`config.mk`:
```
export PLATFORM = sky130hd
export DESIGN_NAME = ps2_keyboard
export DESIGN_NICKNAME = d
export VERILOG_FILES = /design/src/rtl/ps2_keyboard.sv
export SDC_FILE = /design/constraint.sdc
export NUM_CORES = 1
export LEC_CHECK = 0
export CAP_MARGIN = 10
export CORE_ASPECT_RATIO = 1.1
export CORE_MARGIN = 2
export CORE_UTILIZATION = 40
export CTS_CLUSTER_DIAMETER = 150
export DETAILED_ROUTE_END_ITERATION = 12
export HOLD_SLACK_MARGIN = 0.06
export PLACE_DENSITY = 0.66
export SLEW_MARGIN = 20
export SYNTH_ARGS = -nofsm -noshare
export SYNTH_HDL_FRONTEND = slang
export SYNTH_SLANG_ARGS = --single-unit
export TNS_END_PERCENT = 100
```
`constraint.sdc`:
```
create_clock -name clk -period 6.5 [get_ports clk]
set_clock_uncertainty 0.15 [all_clocks]
set_input_delay 1.3 -clock clk [delete_from_list [all_inputs] [get_ports clk]]
set_output_delay 1.3 -clock clk [all_outputs]
set_load 0.005 [all_outputs]
```
`src/rtl/ps2_keyboard.sv`:
```
// PS/2 device-to-host receiver.
// Samples ps2_clk/ps2_data with the system clock, checks each 11-bit
// frame, and queues good scan-code bytes in a small FIFO that the
// consumer pops with a ready/next handshake.
module ps2_keyboard #(
    parameter int FIFO_DEPTH = 8,
    parameter int TIMEOUT    = 50000
) (
    input  logic       clk,
    input  logic       clrn,
    input  logic       ps2_clk,
    input  logic       ps2_data,
    input  logic       nextdata_n,
    output logic [7:0] data,
    output logic       ready,
    output logic       overflow
);

    localparam int AW = $clog2(FIFO_DEPTH);
    localparam int WW = $clog2(TIMEOUT + 1);
    localparam logic [WW-1:0] WDOG_LAST  = WW'(TIMEOUT - 1);
    localparam logic [AW:0]   COUNT_FULL = (AW + 1)'(FIFO_DEPTH);

    // ps2_clk synchronizer: sync_q[0] -> sync_q[1] -> sync_q[2]
    logic [2:0]    sync_q;

    // Frame receiver state
    logic [3:0]    bitcnt_q, bitcnt_d;
    logic [9:0]    frame_q,  frame_d;
    logic [WW-1:0] wdog_q,   wdog_d;
    logic          fall;
    logic          push_req;

    // FIFO state
    logic [7:0]    mem_q [FIFO_DEPTH];
    logic [AW-1:0] wptr_q, wptr_d;
    logic [AW-1:0] rptr_q, rptr_d;
    logic [AW:0]   count_q, count_d;
    logic          overflow_q, overflow_d;
    logic          full;
    logic          push;
    logic          pop;

    // Falling edge of the synchronized PS/2 clock.
    assign fall = sync_q[2] & ~sync_q[1];

    // Shift raw ps2_clk into the synchronizer; resets to the idle (high) line.
    always_ff @(posedge clk or negedge clrn) begin
        if (!clrn) begin
            sync_q <= 3'b111;
        end else begin
            // NOTE: registers use non-blocking assignment so every flop in the
            // chain samples its predecessor's old value in the same edge.
            sync_q <= {sync_q[1:0], ps2_clk};
        end
    end

    // Receiver next state: collect bits on each fall, judge the frame on the
    // 11th, and abandon a partial frame after TIMEOUT idle cycles.
    always_comb begin
        // NOTE: every signal gets a default first so no path leaves it
        // unassigned and infers a latch.
        bitcnt_d = bitcnt_q;
        frame_d  = frame_q;
        wdog_d   = wdog_q;
        push_req = 1'b0;
        if (fall) begin
            wdog_d = '0;
            if (bitcnt_q == 4'd10) begin
                // Incoming bit is the stop bit; frame_q[0] start, [8:1] data,
                // [9] odd parity.
                bitcnt_d = '0;
                push_req = ~frame_q[0] & ps2_data & (^frame_q[9:1]);
            end else begin
                frame_d[bitcnt_q] = ps2_data;
                bitcnt_d          = bitcnt_q + 4'd1;
            end
        end else if (bitcnt_q != 4'd0) begin
            if (wdog_q == WDOG_LAST) begin
                bitcnt_d = '0;
                wdog_d   = '0;
            end else begin
                wdog_d = wdog_q + WW'(1);
            end
        end else begin
            wdog_d = '0;
        end
    end

    // Receiver state registers.
    always_ff @(posedge clk or negedge clrn) begin
        if (!clrn) begin
            bitcnt_q <= '0;
            frame_q  <= '0;
            wdog_q   <= '0;
        end else begin
            bitcnt_q <= bitcnt_d;
            frame_q  <= frame_d;
            wdog_q   <= wdog_d;
        end
    end

    // FIFO handshake: a pop always frees a slot for a same-cycle push.
    assign full     = (count_q == COUNT_FULL);
    assign ready    = (count_q != '0);
    assign data     = mem_q[rptr_q];
    assign overflow = overflow_q;
    assign pop      = ready & ~nextdata_n;
    assign push     = push_req & (~full | pop);

    // FIFO pointer, occupancy and sticky overflow next state.
    always_comb begin
        wptr_d     = wptr_q;
        rptr_d     = rptr_q;
        count_d    = count_q;
        overflow_d = overflow_q;
        if (push) begin
            wptr_d = wptr_q + AW'(1);
        end
        if (pop) begin
            rptr_d = rptr_q + AW'(1);
        end
        case ({push, pop})
            2'b10:   count_d = count_q + (AW + 1)'(1);
            2'b01:   count_d = count_q - (AW + 1)'(1);
            default: count_d = count_q;
        endcase
        if (pop) begin
            overflow_d = 1'b0;
        end else if (push_req && full) begin
            overflow_d = 1'b1;
        end
    end

    // FIFO control registers.
    always_ff @(posedge clk or negedge clrn) begin
        if (!clrn) begin
            wptr_q     <= '0;
            rptr_q     <= '0;
            count_q    <= '0;
            overflow_q <= 1'b0;
        end else begin
            wptr_q     <= wptr_d;
            rptr_q     <= rptr_d;
            count_q    <= count_d;
            overflow_q <= overflow_d;
        end
    end

    // FIFO storage write port.
    // NOTE: storage has no reset; the count gates every read, so stale
    // contents are never observed and the array can map onto plain RAM.
    always_ff @(posedge clk) begin
        if (push) begin
            mem_q[wptr_q] <= frame_q[8:1];
        end
    end

endmodule

```
==> summary.md <==
| Metric | Value |
|---|---|
| Final #Nets | `336` |
| CTS max path bufs | `2` |
| Cell Pwr Density | `419 nW/um^2` |
| Post-CTS Setup Bufs | `0` |
| Antenna diodes | `0` |
| Area of the multi-input gates | `1650 um^2` |
| Fmax | `259 MHz` |
| Clock tree sinks | `108` |
| Gpl congestion | `0.739` |
| Most instantiated cells after synthesis | `64 x edfxtp_1, 41 x dfrtp_1, 29 x nor2_1` |
| Ranking of synthesized cells by area | `edfxtp_1 40%, dfrtp_1 22%, mux4_2 7.6%, mux2_2 4.5%, xnor2_1 3.0%` |
| Count leader, synth | `edfxtp_1` |
| Fraction of registers with async set/reset | `40.7%` |
| Area share of the largest cell type after synthesis | `40.5%` |
| Share of cells above drive strength 1 | `23.0%` |
| Worst Tran Pin Value | `0.780 ns` |
| Resized cells post-CTS | `0` |
| Leakage | `1.95 nW` |
| Synth Area per Inst | `15.3 um^2` |
| Seq. cell area | `3030 um^2` |
| H-tree levels | `3` |
| WL/cell | `15.7 um` |
| Rows | `41` |
| Power, Total | `0.00223 W` |
| Hold WC Path Type | `reg2reg` |
| Cell area after synthesis | `4750 um^2` |
| Worst Setup End Kind | `primary output` |
| Die Wd | `108 um` |
| Final Hold Vio Count | `0` |
| Initial antenna violation count | `0` |
| Relative slew slack | `47.8%` |
| Gr ovfl total | `0` |
| Clock Root Buffer | `clkbuf_16` |
| CTS tree | `built` |
| Die area | `12800 um^2` |
| Chip height | `118 um` |
| Final worst-path cycle share | `59.4%` |
| CTS clk-pin slew, worst paths | `0.07 ns` |
| Data required, critical path | `5.05 ns` |
| Synth-to-Final Area Change | `12.3%` |
| Register bit count reported by yosys | `108` |
| Max-Cap Viols | `0` |
| DR pass1 iterations | `4` |
| Iteration-0 DRC Markers | `122` |
| Vias | `2426` |
| Vias in the first global route | `2487` |
| Tmin final | `3.86 ns` |
| Starting density of the core | `41.1%` |
| EDFF count, synth | `64` |
| Routed wire length | `7.51 mm` |
| Post-synth top area cell | `edfxtp_1` |
| RSZ-0062 raised after global routing | `false` |
| First-pass GRT wire length | `12.8 mm` |
| Worst-path maximum fanout | `18` |
| CP Data Arrival Time | `2.41 ns` |
| CTS Buf Count | `9` |
| Post-synthesis cell count | `311` |
| Maximum vdd drop | `0.000221 V` |
| Post-route setup TNS | `0 ns` |
| Largest net degree at the start of global routing | `45` |
| WS Path Type | `reg2out` |
| Io pins | `15` |
| Endpoints failing setup | `0` |
| DRC | `0` |
| Post-synthesis cell type count | `45` |
| Avg Vias per Cell | `5.05` |
| Final Max Tran Viols | `0` |
| Post-synthesis sequential area ratio | `63.7%` |
| Area of the core | `11500 um^2` |
| Fill cell total of the finished layout | `1026` |
| Port Buffers | `14` |
| Post-DP HPWL | `5.20 mm` |
| Top FF cell, synth | `edfxtp_1` |
| Syn_nets | `322` |
| Outcome | `finished, final reports clean` |
| Worst skew pair latency | `0.34 ns` |
| CP startpoint kind | `register` |
| Yosys warnings | `0` |
| DRT antenna net count | `0` |
| Hold-fix buffers at CTS | `0` |
| GRT Total Usage | `12.9%` |
## worst max-delay path, cell delays in order (launching register included)
cell and delay, ns:
dfrtp_2 0.75, mux4_2 0.60, mux2_2 0.27, clkdlybuf4s50_1 0.44
## final timing paths
kind,start,endpoint,slack (ns),depth (start not counted)
max,rptr_q[0],data[3],2.64,3
min,sync_q[0],sync_q[1],0.21,0
max reg2reg,frame_q[6],mem_q[5][6],3.47,6
min reg2reg,sync_q[0],sync_q[1],0.21,0
max in group asynchronous,clrn,rptr_q[0],4.99,1
min in group asynchronous,clrn,wdog_q[15],0.80,1
## kinds of logic after synthesis
| group | synth area share [%] |
|---|---|
| flip-flops | 63.7 |
| AND/OR/NAND/NOR | 10.9 |
| multiplexers | 13.1 |
| XOR/XNOR | 6.43 |
| buffers and inverters | 1.77 |
| AO/OA/AOI/OAI | 2.32 |
| adder cells (fa/ha/maj) | 1.74 |
## report_power, final
| part | switching [W] | leakage [nW] | internal, W |
|---|---|---|---|
| sequential | 0.000185 | 1.13 | 0.000852 |
| clock | 0.000252 | 0.141 | 0.000269 |
| combinational | 0.000260 | 0.674 | 0.000416 |
| total | 0.000697 | 1.95 | 0.00154 |
## routing by layer
layer	track usage [%]	vias to the layer above	routed length [um]
li1	-	1169	-
met1	17.2	1217	3430
met2	21.0	26	3780
met3	3.25	14	212
met4	3.61	0	90
met5	0	-	0
## per-stage QoR
step / util [%] / area (um^2) / hold slack [ns] / cells / setup slack, ns
3_3_place_gp: 43.6 / 5030 / 0.198 / 464 / 2.41
3_5_place_dp: 43.6 / 5030 / 0.198 / 464 / 2.26
6_report: 46.2 / 5330 / 0.209 / 480 / 2.64
5_1_grt: 46.2 / 5330 / 0.209 / 480 / 2.50
4_1_cts: 46.1 / 5320 / 0.209 / 480 / 2.21
2_1_floorplan: - / 4750 / 0.195 / 311 / 3.15
## final cells by class
| type | instances | share of cell area [%] |
|---|---|---|
| clock buffer | 10 | 4.29 |
| clock inverter | 6 | 1.08 |
| inverter | 10 | 0.704 |
| multi-input combinational | 181 | 30.9 |
| sequential | 108 | 56.8 |
| tap | 150 | 3.52 |
| timing repair buffer | 15 | 2.72 |
## cell usage in the layout (no fill, tap or decap), types with 5 or more instances in the layout
cell type,Yosys,layout
xor2_1,8,8
nand2_1,22,22
ha_1,5,5
mux4_2,16,16
xnor2_1,16,16
nor2_1,29,29
o21ai_0,6,6
clkdlybuf4s50_1,0,13
inv_1,10,10
clkbuf_16,0,9
nand3_1,9,9
mux2_2,19,19
dfrtp_1,41,40
edfxtp_1,64,64
## flip-flops by register name, summed over array words and instances, names as in the netlist, 3 cells and up
register / flops
mem_q: 64
wdog_q: 16
frame_q: 10
bitcnt_q: 4
count_q: 4
rptr_q: 3
sync_q: 3
wptr_q: 3
No activity file was read; power rests on OpenSTA's default activity.
